$ cat config.mk
export PLATFORM = sky130hd
export DESIGN_NAME = fsk_frame_receiver
export DESIGN_NICKNAME = d
export VERILOG_FILES = /design/src/rtl/fsk_frame_receiver.sv
export SDC_FILE = /design/constraint.sdc
export NUM_CORES = 1
export LEC_CHECK = 0
export BUFFER_PORTS_ARGS = -buffer_cell sky130_fd_sc_hd__buf_2
export CORE_ASPECT_RATIO = 1.2
export CORE_MARGIN = 2
export CORE_UTILIZATION = 50
export CTS_BUF_LIST = sky130_fd_sc_hd__clkbuf_2 sky130_fd_sc_hd__clkbuf_4 sky130_fd_sc_hd__clkbuf_8
export DETAILED_ROUTE_END_ITERATION = 7
export PLACE_DENSITY = 0.72
export REMOVE_ABC_BUFFERS = 1
export SLEW_MARGIN = 20
export SYNTH_ARGS = -nofsm -noshare
export SYNTH_HDL_FRONTEND = slang
export SYNTH_SLANG_ARGS = --single-unit
$ cat constraint.sdc
create_clock -name clk -period 3.45 [get_ports clk]
set_clock_uncertainty 0.2 [all_clocks]
set_input_delay 0.1725 -clock clk [delete_from_list [all_inputs] [get_ports clk]]
set_output_delay 0.1725 -clock clk [all_outputs]
set_load 0.01 [all_outputs]
$ cat src/rtl/fsk_frame_receiver.sv
// =============================================================================
// Module      : fsk_frame_receiver
// Description : FSK bit slicer (rising edges counted per bit window) with a
//               sync-word hunt and Hamming codeword assembly.
//               Optional macro FSK_GLITCH_FILTER_EN adds a majority-of-3 filter.
// Revision    : 1.0 - initial release
// =============================================================================
`timescale 1ns/1ps
`default_nettype none

module fsk_frame_receiver #(
    parameter int         CLKS_PER_BIT = 16,
    parameter int         EDGE_THRESH  = 3,
    parameter int         CODE_W       = 14,
    parameter logic [7:0] SYNC_WORD    = 8'hB4
) (
    input  logic              clk,
    input  logic              reset,
    input  logic              fsk_in,
    output logic              bit_strobe,
    output logic              bit_value,
    output logic              sync_lock,
    output logic [CODE_W-1:0] code_out,
    output logic              code_valid
);

    localparam int WIN_W  = $clog2(CLKS_PER_BIT);
    localparam int EDGE_W = WIN_W + 1;
    localparam int CNT_W  = $clog2(CODE_W + 1);

    localparam logic [WIN_W-1:0]  WIN_LAST = WIN_W'(CLKS_PER_BIT - 1);
    localparam logic [EDGE_W-1:0] EDGE_MAX = {EDGE_W{1'b1}};
    localparam logic [EDGE_W:0]   THRESH   = (EDGE_W + 1)'(EDGE_THRESH);
    localparam logic [CNT_W-1:0]  CNT_LAST = CNT_W'(CODE_W - 1);

    typedef enum logic [0:0] {
        HUNT = 1'b0,
        RECV = 1'b1
    } state_t;

    state_t              state_q, state_d;
    logic                s1_q, s1_d, s2_q, s2_d, s3_q, s3_d;
    logic [WIN_W-1:0]    win_cnt_q, win_cnt_d;
    logic [EDGE_W-1:0]   edge_cnt_q, edge_cnt_d;
    logic                bit_strobe_q, bit_strobe_d;
    logic                bit_value_q, bit_value_d;
    logic [7:0]          sync_sr_q, sync_sr_d;
    logic [CODE_W-1:0]   data_sr_q, data_sr_d;
    logic [CNT_W-1:0]    bit_cnt_q, bit_cnt_d;
    logic [CODE_W-1:0]   code_out_q, code_out_d;
    logic                code_valid_q, code_valid_d;

    logic                det_w;
    logic                rise_w;
    logic                win_end_w;
    logic [EDGE_W:0]     edge_sum_w;

`ifdef FSK_GLITCH_FILTER_EN
    logic s2_h1_q, s2_h1_d, s2_h2_q, s2_h2_d, filt_q, filt_d;
    assign det_w = filt_q;
`else
    assign det_w = s2_q;
`endif

    assign rise_w     = det_w & ~s3_q;
    assign win_end_w  = (win_cnt_q == WIN_LAST);
    // A rise in the window-end cycle still belongs to the closing window.
    assign edge_sum_w = {1'b0, edge_cnt_q} + (EDGE_W + 1)'(rise_w);

    always_comb begin
        s1_d         = fsk_in;
        s2_d         = s1_q;
        s3_d         = det_w;
        win_cnt_d    = win_end_w ? '0 : win_cnt_q + 1'b1;
        edge_cnt_d   = edge_cnt_q;
        bit_strobe_d = win_end_w;
        bit_value_d  = bit_value_q;
        state_d      = state_q;
        sync_sr_d    = sync_sr_q;
        data_sr_d    = data_sr_q;
        bit_cnt_d    = bit_cnt_q;
        code_out_d   = code_out_q;
        code_valid_d = 1'b0;
`ifdef FSK_GLITCH_FILTER_EN
        s2_h1_d = s2_q;
        s2_h2_d = s2_h1_q;
        filt_d  = (s2_q & s2_h1_q) | (s2_q & s2_h2_q) | (s2_h1_q & s2_h2_q);
`endif

        if (win_end_w) begin
            edge_cnt_d  = '0;
            bit_value_d = (edge_sum_w >= THRESH);
        end else if (rise_w && (edge_cnt_q != EDGE_MAX)) begin
            edge_cnt_d = edge_cnt_q + 1'b1;
        end

        if (bit_strobe_q) begin
            case (state_q)
                HUNT: begin
                    sync_sr_d = {sync_sr_q[6:0], bit_value_q};
                    if (sync_sr_d == SYNC_WORD) begin
                        state_d   = RECV;
                        bit_cnt_d = '0;
                    end
                end
                RECV: begin
                    data_sr_d = {data_sr_q[CODE_W-2:0], bit_value_q};
                    bit_cnt_d = bit_cnt_q + 1'b1;
                    if (bit_cnt_q == CNT_LAST) begin
                        code_out_d   = data_sr_d;
                        code_valid_d = 1'b1;
                        state_d      = HUNT;
                        sync_sr_d    = '0;
                        bit_cnt_d    = '0;
                    end
                end
                default: state_d = HUNT;
            endcase
        end
    end

    always_ff @(posedge clk or posedge reset) begin
        if (reset) begin
            state_q      <= HUNT;
            s1_q         <= 1'b0;
            s2_q         <= 1'b0;
            s3_q         <= 1'b0;
            win_cnt_q    <= '0;
            edge_cnt_q   <= '0;
            bit_strobe_q <= 1'b0;
            bit_value_q  <= 1'b0;
            sync_sr_q    <= '0;
            data_sr_q    <= '0;
            bit_cnt_q    <= '0;
            code_out_q   <= '0;
            code_valid_q <= 1'b0;
`ifdef FSK_GLITCH_FILTER_EN
            s2_h1_q      <= 1'b0;
            s2_h2_q      <= 1'b0;
            filt_q       <= 1'b0;
`endif
        end else begin
            state_q      <= state_d;
            s1_q         <= s1_d;
            s2_q         <= s2_d;
            s3_q         <= s3_d;
            win_cnt_q    <= win_cnt_d;
            edge_cnt_q   <= edge_cnt_d;
            bit_strobe_q <= bit_strobe_d;
            bit_value_q  <= bit_value_d;
            sync_sr_q    <= sync_sr_d;
            data_sr_q    <= data_sr_d;
            bit_cnt_q    <= bit_cnt_d;
            code_out_q   <= code_out_d;
            code_valid_q <= code_valid_d;
`ifdef FSK_GLITCH_FILTER_EN
            s2_h1_q      <= s2_h1_d;
            s2_h2_q      <= s2_h2_d;
            filt_q       <= filt_d;
`endif
        end
    end

    assign bit_strobe = bit_strobe_q;
    assign bit_value  = bit_value_q;
    assign sync_lock  = (state_q == RECV);
    assign code_out   = code_out_q;
    assign code_valid = code_valid_q;

endmodule

`default_nettype wire

==> results of run 1 <==
[repair_timing]
action                     4_1_cts  5_1_grt
hold buffers                     2        0
gates resized for setup          0        0
setup endpoints to repair        0        0
hold endpoints to repair        55        0
[cells in the final DEF (no fill, tap or decap), types with 3 or more instances in the layout]
cell type and n:
mux2i_1 3, and3_1 3, dfrtp_1 54, o21ai_0 4, xor2_1 3, mux2_2 27, a22o_1 7, clkbuf_8 5
nor2_1 10, nand2_1 5, buf_2 20, ha_1 7
[how the worst min path moves through the flow]
| stage | to | start |
|---|---|---|
| after floorplan | s1_q | fsk_in |
| after global routing | det_w | s1_q |
| final | det_w | s1_q |
| after global placement | s1_q | fsk_in |
| after CTS | det_w | s1_q |
| after detailed placement | s1_q | fsk_in |
[cells by family (layout without fill, tap and decap cells)]
logic type               Yosys count  count (layout)  synth area share
AO/OA/AOI/OAI                     19              19            0.0697
AND/OR/NAND/NOR                   32              32            0.0840
buffers and inverters              7              33            0.0143
adder cells (fa/ha/maj)            7               7            0.0400
XOR/XNOR                           4               4            0.0160
flip-flops                        54              54             0.617
multiplexers                      31              31             0.159
[through the flow]
step | total power [uW] | area, um^2 | util | hold slack [ps] | instances
floorplan | 728 | 2170 | - | 3.93 | 150
global placement | 750 | 2340 | 0.554 | 83.7 | 226
detailed placement | 754 | 2340 | 0.554 | 83.0 | 226
CTS | 1110 | 2450 | 0.580 | 155 | 236
global route | 1140 | 2450 | 0.580 | 163 | 236
finish | 1090 | 2450 | 0.580 | 151 | 236
[synth_stat cells]
| cell type | count |
|---|---|
| dfrtp_1 | 54 |
| mux2_2 | 27 |
| nor2_1 | 10 |
| a22o_1 | 7 |
| ha_1 | 7 |
| nand2_1 | 5 |
| o21ai_0 | 4 |
| and3_1 | 3 |
| inv_1 | 3 |
| mux2i_1 | 3 |
| xor2_1 | 3 |
| a21oi_1 | 2 |
| clkbuf_1 | 2 |
| nand2b_1 | 2 |
| nand3_1 | 2 |
| nor2b_1 | 2 |
| o2bb2ai_1 | 2 |
| a211oi_1 | 1 |
| buf_2 | 1 |
| buf_4 | 1 |
| mux2_4 | 1 |
| nand2_2 | 1 |
| nand3_2 | 1 |
| nand4_1 | 1 |
| nand4bb_1 | 1 |
| nor2_4 | 1 |
| nor3_1 | 1 |
| nor3b_2 | 1 |
| o211ai_1 | 1 |
| o21a_1 | 1 |
| o31ai_4 | 1 |
| or3b_4 | 1 |
| xnor2_1 | 1 |
[power groups by stage]
stage	Combinational, uW	Sequential [uW]	Clock [uW]
2_1_floorplan	36.5	692	0
3_3_place_gp	51.8	698	0
3_5_place_dp	53.8	700	0
4_1_cts	55.9	688	362
5_1_grt	61.1	692	388
6_report	54.1	688	347
[per-layer routing]
layer | up-vias | global-route usage
met1 | 654 | 0.196
met5 | - | 0
met4 | 0 | 0.0574
li1 | 594 | -
met2 | 22 | 0.266
met3 | 6 | 0.0547
[cell type report]
| type | count | share of cell area |
|---|---|---|
| clock buffers | 6 | 0.0311 |
| clock inverters | 2 | 0.00561 |
| inverters | 3 | 0.00510 |
| multi-input cells | 93 | 0.330 |
| flip-flops and latches | 54 | 0.551 |
| well taps | 56 | 0.0286 |
| repair buffers | 22 | 0.0490 |
[state kept, by name, summed over array words and instances, names as in the netlist]
register	cells
sync_sr_q	7
bit_strobe	1
s3_q	1
edge_cnt_q	5
sync_lock	1
win_cnt_q	4
det_w	1
bit_cnt_q	4
data_sr_q	13
code_out	14
code_valid	1
bit_value	1
s1_q	1
==> flow_summary.toml, run 1 <==
[power_and_ir_drop]
ir_worst_vdd_v = 0.000318
combinationalPowerShare = 0.050
p_leak_uw = 0.00125
seqPwrFrac = 0.632
switchingPower_uw = 251
netSwitchingFraction = 0.231
clkPwrFrac = 0.319
p_int_uw = 838
power.density_nw_per_um2 = 444

[sta]
finalHoldViolCount = 0
postLayoutSetupSlackWorst_ps = 1300
period_needed_ps = 2160
finalCritPeriodShare = 0.625
rsz0062_at_grt = "no"
timing.fmax_mhz = 464
fin_tns_setup_ps = 0
drv_slew = 0
maxSlewHeadroom = 0.411
worstMarginPinSlew_ps = 883
setup_viol = 0

[synth]
netlist_area_um2 = 2190
synthTopCellsByArea = "dfrtp_1 (62%), mux2_2 (14%), ha_1 (4.0%)"
synth-seq-cells = 54
yosys.area.top_type = "dfrtp_1"
syn_avg_cell_area_um2 = 14.2
ys_warn_count = 0
synth_cells = 154
ys_types = 33
yosysTopAreaCellShare = 0.617
synth-seq-area-share = 0.617

[routing]
first_iter_violations = 53
drt-pass1-iter-count = 4
wl_met1_mm = 1.45
routedWlPerCell_um = 14.7
top_layer = "met4"
vias = 1276
met2_length_mm = 1.83
drc = 0
vias_per_cell = 5.41
route.met3.wl_um = 121
drtAntennaViolNets = 0
routed_wl_mm = 3.46

[global_route]
grt_usage = 0.161
grt_pass1_wl_mm = 6.08
grt_pass1_vias = 1316
gr-total-overflow = 0
antenna_found_initial = 0
grt_max_degree = 55

[critical_path]
worstPathArrival_ps = 2150
critPathTopFamily = "simple AND/OR/NAND/NOR gates"
required_ps = 3440
r2r-end = "edge_cnt_q[3]"
startpoint = "edge_cnt_q[0]"
critPathCaptureType = "flop"
worstSetupPathType = "flop to flop"
worstReg2RegStart = "edge_cnt_q[0]"
path_buf_inv = 0
crit_fanout = 5
worstSetupEndpoint = "edge_cnt_q[3]"
crit_cells = 7
slowest_delay_ps = 440
crit_slowest_cell = "dfrtp_1"
r2r_setup_slack_ps = 1300
worst_path_most_repeated_cell = "ha_1"
critPathLaunchType = "flop"
worstPathCellList = "ha_1 > and3_1 > ha_1 > nor3b_2 > nand4_1 > xor2_1 > nor2_1"
rr_worst_depth = 7

[cells_and_area]
drive_above_1_share = 0.350
fin_nets = 189
syn_to_final_growth_pct = 11.9
diodes = 0
fillers = 351
multi_input_area_um2 = 808
register_area_um2 = 1350

[placed_design]
pre_cts_slack_ps = 1300
dp.final_hpwl_mm = 2.38
finalWeightedCongestion = 0.732
portBuffers = 20

[worst_hold_path]
hold_path_class = "flop to flop"
min_path_cells = 0

[floorplan]
core_area_um2 = 4230
die_w_um = 64.4
boundaryPins = 21
dieHeight_um = 76.5
initial_utilization = 0.518
dieArea_um2 = 4930
rows = 26

[clock_tree]
postCtsSetupBuffers = 0
clkLatencyLatePin_ps = 310
clockRootBuffer = "clkbuf_8"
cts_buffers = 5
cts_sinks = 54
ctsHtreeMaxLevel = 2
cts_max_path_buffers = 2
cts_tree = "built"
path_clk_slew_ps = 90

[flow_run]
max_cap_violations = 0

[run_status]
status = "completed"
Power figures use the tool's default switching activity.
==> inputs of run 2 (changes only) <==
--- a/config.mk
+++ b/config.mk
@@ -11,7 +11,7 @@
 export CORE_UTILIZATION = 50
 export CTS_BUF_LIST = sky130_fd_sc_hd__clkbuf_2 sky130_fd_sc_hd__clkbuf_4 sky130_fd_sc_hd__clkbuf_8
 export DETAILED_ROUTE_END_ITERATION = 7
-export PLACE_DENSITY = 0.72
+export PLACE_DENSITY = 0.75
 export REMOVE_ABC_BUFFERS = 1
 export SLEW_MARGIN = 20
 export SYNTH_ARGS = -nofsm -noshare
==> constraint.sdc (replaced) <==
create_clock -name clk -period 1.9 [get_ports clk]
set_clock_uncertainty 0.2 [all_clocks]
set_input_delay 0.095 -clock clk [delete_from_list [all_inputs] [get_ports clk]]
set_output_delay 0.095 -clock clk [all_outputs]
set_load 0.01 [all_outputs]
==> flow_summary.toml, run 2 (synthesis results as in run 1) <==
[run_status]
status = "completed"

[sta]
rsz0062_at_grt = "yes"
postLayoutSetupSlackWorst_ps = 5.61
whs_ps = 166
finalCritPeriodShare = 0.997
drv_slew = 0
finalHoldViolCount = 0
worstMarginPinSlew_ps = 634
maxSlewHeadroom = 0.577
period_needed_ps = 1890
setup_viol = 0
timing.fmax_mhz = 528

[critical_path]
r2r_setup_slack_ps = 6
worstSetupEndpoint = "edge_cnt_q[4]"
path_buf_inv = 1
rr_worst_depth = 7
worstPathCellList = "ha_2 > and3_4 > ha_4 > nor3b_4 > buf_6 > mux2i_1 > nor2_1"
critPathCaptureType = "flop"
critPathLaunchType = "flop"
slowest_delay_ps = 400
required_ps = 1880
crit_fanout = 4
worstReg2RegStart = "edge_cnt_q[0]"
r2r-end = "edge_cnt_q[4]"
startpoint = "edge_cnt_q[0]"
worstSetupPathType = "flop to flop"
crit_cells = 7
worstPathArrival_ps = 1870
crit_slowest_cell = "dfrtp_1"
critPathTopFamily = "simple AND/OR/NAND/NOR gates"

[clock_tree]
cts_buffers = 5
ctsHtreeMaxLevel = 2
path_clk_slew_ps = 80
clockRootBuffer = "clkbuf_8"
cts_tree = "built"
clkLatencyLatePin_ps = 300
cts_max_path_buffers = 2
cts_sinks = 54

[routing]
routed_wl_mm = 3.87
vias_per_cell = 5.34
vias = 1324
drt-pass1-iter-count = 6
drc = 0
drtAntennaViolNets = 0
first_iter_violations = 44
routedWlPerCell_um = 15.6

[flow_run]
max_cap_violations = 0

[cells_and_area]
final_common_cell = "dfrtp_1"
final_cell_count_no_fill = 248
largest_reg_flops = 14
drive_above_1_share = 0.422
syn_to_final_growth_pct = 18.8
fillers = 320
most-common-layout-cells = "dfrtp_1 (54), mux2_2 (27), buf_2 (20)"
diodes = 0
fin_nets = 201
final_core_util = 0.616
design_area_um2 = 2600

[floorplan]
dieHeight_um = 76.5
boundaryPins = 21
dieArea_um2 = 4930
core_area_um2 = 4230
die_w_um = 64.4
initial_utilization = 0.518
rows = 26

[global_route]
grt_pass1_wl_mm = 6.69
grt_max_degree = 33
antenna_found_initial = 0
grt_usage = 0.175
gr-total-overflow = 0
grt_pass1_vias = 1441

[power_and_ir_drop]
netSwitchingFraction = 0.228
p_int_uw = 1540
clkPwrFrac = 0.312
ir_worst_vdd_v = 0.000631
switchingPower_uw = 455
power.density_nw_per_um2 = 767
seqPwrFrac = 0.618
combinationalPowerShare = 0.070
p_leak_uw = 0.00132

[placed_design]
dp.final_hpwl_mm = 2.68
dp.cells = 235
finalWeightedCongestion = 0.809
portBuffers = 20
pre_cts_slack_ps = -16.8
dpl-instance-area_um2 = 2420

[worst_hold_path]
hold_path_class = "flop to flop"
[run 2: worst min-delay path by stage]
stage | start | to | cells after the start
4_1_cts | s1_q | det_w | 0
3_3_place_gp | reset | code_out[8] | 2
6_report | s1_q | det_w | 0
5_1_grt | s1_q | det_w | 0
3_5_place_dp | fsk_in | s1_q | 1
2_1_floorplan | fsk_in | s1_q | 0
[run 2: power groups by stage]
stage	Sequential, uW	Combinational [uW]	Clock, uW
floorplan	1260	66.2	0
global placement	1250	133	0
detailed placement	1250	138	0
CTS	1230	141	644
global route	1240	157	701
finish	1230	140	622
[run 2: layout make-up]
class / instances / area (um^2) / share of cell area
Multi-Input combinational cell: 93 / 855 / 0.328
Timing Repair Buffer: 34 / 226 / 0.0870
Clock inverter: 2 / 13.8 / 0.00529
Sequential cell: 54 / 1350 / 0.519
Inverter: 3 / 11.3 / 0.00432
Clock buffer: 6 / 76.3 / 0.0293
Tap cell: 56 / 70.1 / 0.0269
[run 2: metal layers]
layer | wire [um] | vias up | GRT usage
met2 | 2120 | 16 | 0.309
met4 | 28 | 0 | 0.0617
met1 | 1620 | 687 | 0.208
li1 | - | 617 | -
met5 | 0 | - | 0
met3 | 90 | 4 | 0.0355
[run 2: timing repair]
item	4_1_cts	5_1_grt
gates resized for setup	3	7
hold endpoints to repair	31	0
endpoints found under the setup margin	3	6
buffers inserted	2	1
pin swaps	2	5
hold buffers	2	0
[run 2: through the flow]
step	total power, uW	setup TNS (ps)
2_1_floorplan	1320	-43.4
3_3_place_gp	1380	0
3_5_place_dp	1390	-16.8
4_1_cts	2020	0
5_1_grt	2100	-137
6_report	2000	0
